### config.mk
export PLATFORM = sky130hd
export DESIGN_NAME = fetch_queue
export DESIGN_NICKNAME = d
export VERILOG_FILES = /design/src/rtl/cpu_pkg.sv /design/src/rtl/fetch_queue_mem.sv /design/src/rtl/fetch_queue.sv
export SDC_FILE = /design/constraint.sdc
export NUM_CORES = 1
export LEC_CHECK = 0
export CAP_MARGIN = 0
export CORE_MARGIN = 2
export CORE_UTILIZATION = 38
export DETAILED_ROUTE_END_ITERATION = 8
export GPL_TIMING_DRIVEN = 0
export SYNTH_ARGS = -nofsm -noshare
export SYNTH_HDL_FRONTEND = slang
export SYNTH_SLANG_ARGS = --single-unit
### constraint.sdc
create_clock -name Clk -period 9.3 [get_ports Clk]
set_input_delay 0.93 -clock Clk [delete_from_list [all_inputs] [get_ports Clk]]
set_output_delay 0.93 -clock Clk [all_outputs]
set_load 0.01 [all_outputs]
### src/rtl/cpu_pkg.sv
// Shared CPU front-end constants and the fetch queue entry payload.
// The adel field is only stored when FETCH_QUEUE_ADEL_EN is defined.
package cpu_pkg;

  localparam logic [31:0] PC_RESET  = 32'h0000_3000;
  localparam logic [31:0] IM_BASE   = 32'h0000_3000;
  localparam logic [31:0] IM_LAST   = 32'h0000_6FFC;
  localparam logic [31:0] NOP_INSTR = 32'h0000_0000;

  localparam int unsigned XLEN = 32;

  typedef struct packed {
    logic [XLEN-1:0] pc;
    logic [XLEN-1:0] instr;
    logic            adel;
  } fetch_entry_t;

  // Misaligned or outside the instruction memory window.
  function automatic logic pc_adel(input logic [XLEN-1:0] pc);
    return (pc[1:0] != 2'b00) || (pc < IM_BASE) || (pc > IM_LAST);
  endfunction

endpackage

### src/rtl/fetch_queue_mem.sv
// Entry storage for the fetch queue: synchronous write, asynchronous read, no reset.
module fetch_queue_mem #(
  parameter int unsigned DEPTH = 4,
  parameter int unsigned W     = 64,
  localparam int unsigned AW   = $clog2(DEPTH)
) (
  input  logic          Clk,
  input  logic          we,
  input  logic [AW-1:0] waddr,
  input  logic [W-1:0]  wdata,
  input  logic [AW-1:0] raddr,
  output logic [W-1:0]  rdata
);

  logic [W-1:0] mem [DEPTH];

  always_ff @(posedge Clk) begin
    if (we) mem[waddr] <= wdata;
  end

  assign rdata = mem[raddr];

endmodule

### src/rtl/fetch_queue.sv
// In-order {PC, instruction} fetch queue with show-ahead head and flush on redirect.
// Optional FETCH_QUEUE_ADEL_EN adds a per-entry fetch address error flag (out_adel).
module fetch_queue
  import cpu_pkg::*;
#(
  parameter int unsigned DEPTH  = 4,
  localparam int unsigned PTR_W = $clog2(DEPTH)
) (
  input  logic             Clk,
  input  logic             Reset,
  input  logic             flush,
  input  logic             in_valid,
  output logic             in_ready,
  input  logic [31:0]      in_pc,
  input  logic [31:0]      in_instr,
  output logic             out_valid,
  input  logic             out_ready,
  output logic [31:0]      out_pc,
  output logic [31:0]      out_instr,
`ifdef FETCH_QUEUE_ADEL_EN
  output logic             out_adel,
`endif
  output logic [PTR_W:0]   count
);

`ifdef FETCH_QUEUE_ADEL_EN
  localparam int unsigned ENTRY_W = $bits(fetch_entry_t);
`else
  localparam int unsigned ENTRY_W = 2 * XLEN;
`endif

  localparam logic [PTR_W:0] FULL_CNT = (PTR_W+1)'(DEPTH);

  logic [PTR_W-1:0]   wp;
  logic [PTR_W-1:0]   rp;
  logic [PTR_W:0]     cnt;
  logic               push;
  logic               pop;
  logic [ENTRY_W-1:0] wdata;
  logic [ENTRY_W-1:0] rdata;

  // Status depends only on registered occupancy; no full-queue pass-through.
  assign in_ready  = (cnt != FULL_CNT);
  assign out_valid = (cnt != '0);
  assign push      = in_valid & in_ready & ~flush;
  assign pop       = out_valid & out_ready & ~flush;
  assign count     = cnt;

  always_ff @(posedge Clk) begin
    if (Reset || flush) begin
      wp  <= '0;
      rp  <= '0;
      cnt <= '0;
    end else begin
      if (push) wp <= wp + PTR_W'(1);
      if (pop)  rp <= rp + PTR_W'(1);
      unique case ({push, pop})
        2'b10:   cnt <= cnt + (PTR_W+1)'(1);
        2'b01:   cnt <= cnt - (PTR_W+1)'(1);
        default: cnt <= cnt;
      endcase
    end
  end

`ifdef FETCH_QUEUE_ADEL_EN
  fetch_entry_t wentry;
  fetch_entry_t rentry;

  always_comb begin
    wentry       = '0;
    wentry.pc    = in_pc;
    wentry.instr = in_instr;
    wentry.adel  = pc_adel(in_pc);
  end

  assign wdata     = wentry;
  assign rentry    = fetch_entry_t'(rdata);
  assign out_pc    = out_valid ? rentry.pc    : '0;
  assign out_instr = out_valid ? rentry.instr : '0;
  assign out_adel  = out_valid & rentry.adel;
`else
  assign wdata     = {in_pc, in_instr};
  assign out_pc    = out_valid ? rdata[ENTRY_W-1 -: XLEN] : '0;
  assign out_instr = out_valid ? rdata[XLEN-1:0]          : '0;
`endif

  fetch_queue_mem #(
    .DEPTH (DEPTH),
    .W     (ENTRY_W)
  ) u_mem (
    .Clk   (Clk),
    .we    (push & ~Reset),
    .waddr (wp),
    .wdata (wdata),
    .raddr (rp),
    .rdata (rdata)
  );

endmodule

==> results.ini <==
[synth]
synthTopCellsByCount = 256 x edfxtp_1, 64 x and2_1, 60 x mux4_2, 9 x dfxtp_1
async_reset_ff_share_pct = 0
synth_top_area_share_pct = 75.2
synth_ff_type = edfxtp_1
yosysTopAreaCell = edfxtp_1
syn_inst = 458
syn_area_per_cell_um2 = 22.3
seq_area_frac_synth_pct = 77.0
netlist-cell-type-count = 26
synthMostInstantiatedCell = edfxtp_1
syn-num-nets = 533
synth_edf_count = 256
yosysWarnings = 0
ys_seq_elements = 265
netlist_top_cells_area = edfxtp_1 75%, mux4_2 13%, and2_1 3.9%, dfxtp_1 1.8%, buf_12 1.2%
synth_area_mm2 = 0.0102

[critical_path]
startpoint = count[0]
cp_max_fo = 10
path_class = reg2out
crit_arrival_ps = 2930
setup.worst_path.end_class = primary output
critPathRequiredTime_ps = 8370
rr_worst_depth = 8
critPathTopFamily = buffers and inverters
rr_startpoint = count[2]
path_cells = or3_1 > clkbuf_1 > clkbuf_1 > and2_1 > clkdlybuf4s50_1
cpMostUsedCell = clkbuf_1
crit_cells = 5
cp_slowest_cell = clkbuf_1
startpoint_type = flip-flop
critPathBufInv = 3
critPathMaxStageDelay_ps = 590

[placed_design]
port_buffers = 137
hpwl_mm = 13.3
dp_cells = 964
gp_congestion = 0.699

[global_route]
antenna_found_initial = 0
grt_overflow_total = 0
grt_pass1_vias = 5469
grt_pass1_wl_mm = 30.7
grt_max_degree = 15
grt_usage_pct = 14.2

[clock_network]
cts_buffers = 27
clock_sinks = 265
hold_buffers = 0
clock_path_buffers = 3
cts_root_buffer = clkbuf_16
cts.clk_slew.worst_paths_ps = 60
insertion_delay_ps = 510
cts_tree = done
h-tree-depth = 1
cts_setup_buffers = 0
cts-resized-gates = 0

[cells_and_area]
nets = 727
drive_above_1_share_pct = 22.3
area_delta_synth_final_pct = 30.0
antennaDiodeCount = 0
stdcell_count = 1010
fill_cells = 2142

[hold_path]
min_from = wp[1]
holdPathStages = 2
hp-class = reg2reg

[floorplan]
dieArea_mm2 = 0.0282
ios = 138
rows = 60
fp.dieW_um = 168
die_h_um = 168
start_util_pct = 38.4
core_mm2 = 0.0267

[detailed_routing]
postRouteAntennaNets = 0
wire_per_inst_um = 19.6
drc_errors = 0
drt_pass1_iterations = 4
avgViaCountPerCell = 4.91
vias = 4962
wirelength_mm = 19.8
drt_iter0_markers = 377

[sta]
fin_skew_ps = 6.56
slew_viol_final = 0
finalHoldViolations = 0
fin_crit_sh_pct = 41.5
slew-limit-headroom_pct = 49.3
worst_pin_slew_ps = 760
fmax_mhz = 259
setup_viol = 0
post-route-min-period_ps = 3860
rsz0062_at_grt = no

[power]
power.density_mw_per_mm2 = 191
p_total_w = 0.00254
p_leak_nw = 4.26
peakVddDrop_mv = 0.132

[run]
cap_violations = 0

[status]
status = finished clean

-- routing by layer --
metal,vias up,routed length (um),track usage (%)
met1,2556,8380,18.0
li1,2239,-,-
met5,-,0,0
met2,143,9970,25.1
met4,0,347,3.78
met3,24,1080,2.68
-- worst paths after layout --
check,end,slack (ps)
worst max-delay path,out_pc[17],5440
worst min-delay path,wp[1],510
worst max register to register,count[2],6790
worst min register to register,wp[1],510
-- worst min-delay path, stage by stage, from the launching register on --
cell and delay, ps:
dfxtp_1 340, nand2_1 70, mux2i_1 60
-- per-stage QoR --
step | setup slack [ps] | hold WS [ps] | setup TNS, ps | utilization (%) | instance area [um^2]
after floorplan | 2770 | 471 | 0 | - | 10200
after global placement | -1880 | 477 | -454040 | 45.1 | 12000
after detailed placement | 5870 | 509 | 0 | 46.4 | 12400
after CTS | 5310 | 518 | 0 | 49.9 | 13300
after global routing | 5170 | 554 | 0 | 49.9 | 13300
final | 5440 | 510 | 0 | 49.9 | 13300
-- power by group --
group          switching (W)  total, W  internal [W]
combinational      0.0000459  0.000107     0.0000612
sequential        0.00000282   0.00132       0.00132
clock               0.000416   0.00111      0.000694
total               0.000465   0.00254       0.00207
-- state kept, by name, indices dropped and copies added (netlist names), named ones only --
name / count
wp: 2
u_mem.mem: 256
count: 3
rp: 2
-- cell families after synthesis --
group / share of synthesized area [%]
AOI/OAI and AO/OA: 0.306
xor gates and xnor gates: 0.343
adders and majority gates: 0.808
buffers and inverters: 2.11
DFF: 77.0
muxes: 14.4
and+or+nand+nor: 5.03
-- placed cells by master, fill, tap and decap left out, drive strengths merged, types with 5 or more instances in the layout --
| cell | instances |
|---|---|
| inv | 5 |
| clkbuf | 39 |
| buf | 41 |
| clkdlybuf4s50 | 137 |
| clkinv | 9 |
| mux4 | 64 |
| ha | 5 |
| dfxtp | 9 |
| and2 | 64 |
| nor2 | 8 |
| bufinv | 6 |
| edfxtp | 256 |
-- area by class of cell --
type | instances | area [um^2] | share of cell area [%]
inverter | 5 | 18.8 | 0.141
clock buffer | 30 | 687 | 5.17
clock inverter | 16 | 233 | 1.75
buffer | 22 | 196 | 1.48
sequential | 265 | 7870 | 59.2
tap | 341 | 427 | 3.21
timing repair buffer | 165 | 1700 | 12.8
multi-input combinational | 166 | 2160 | 16.3
No activity file was read; power rests on OpenSTA's default activity.
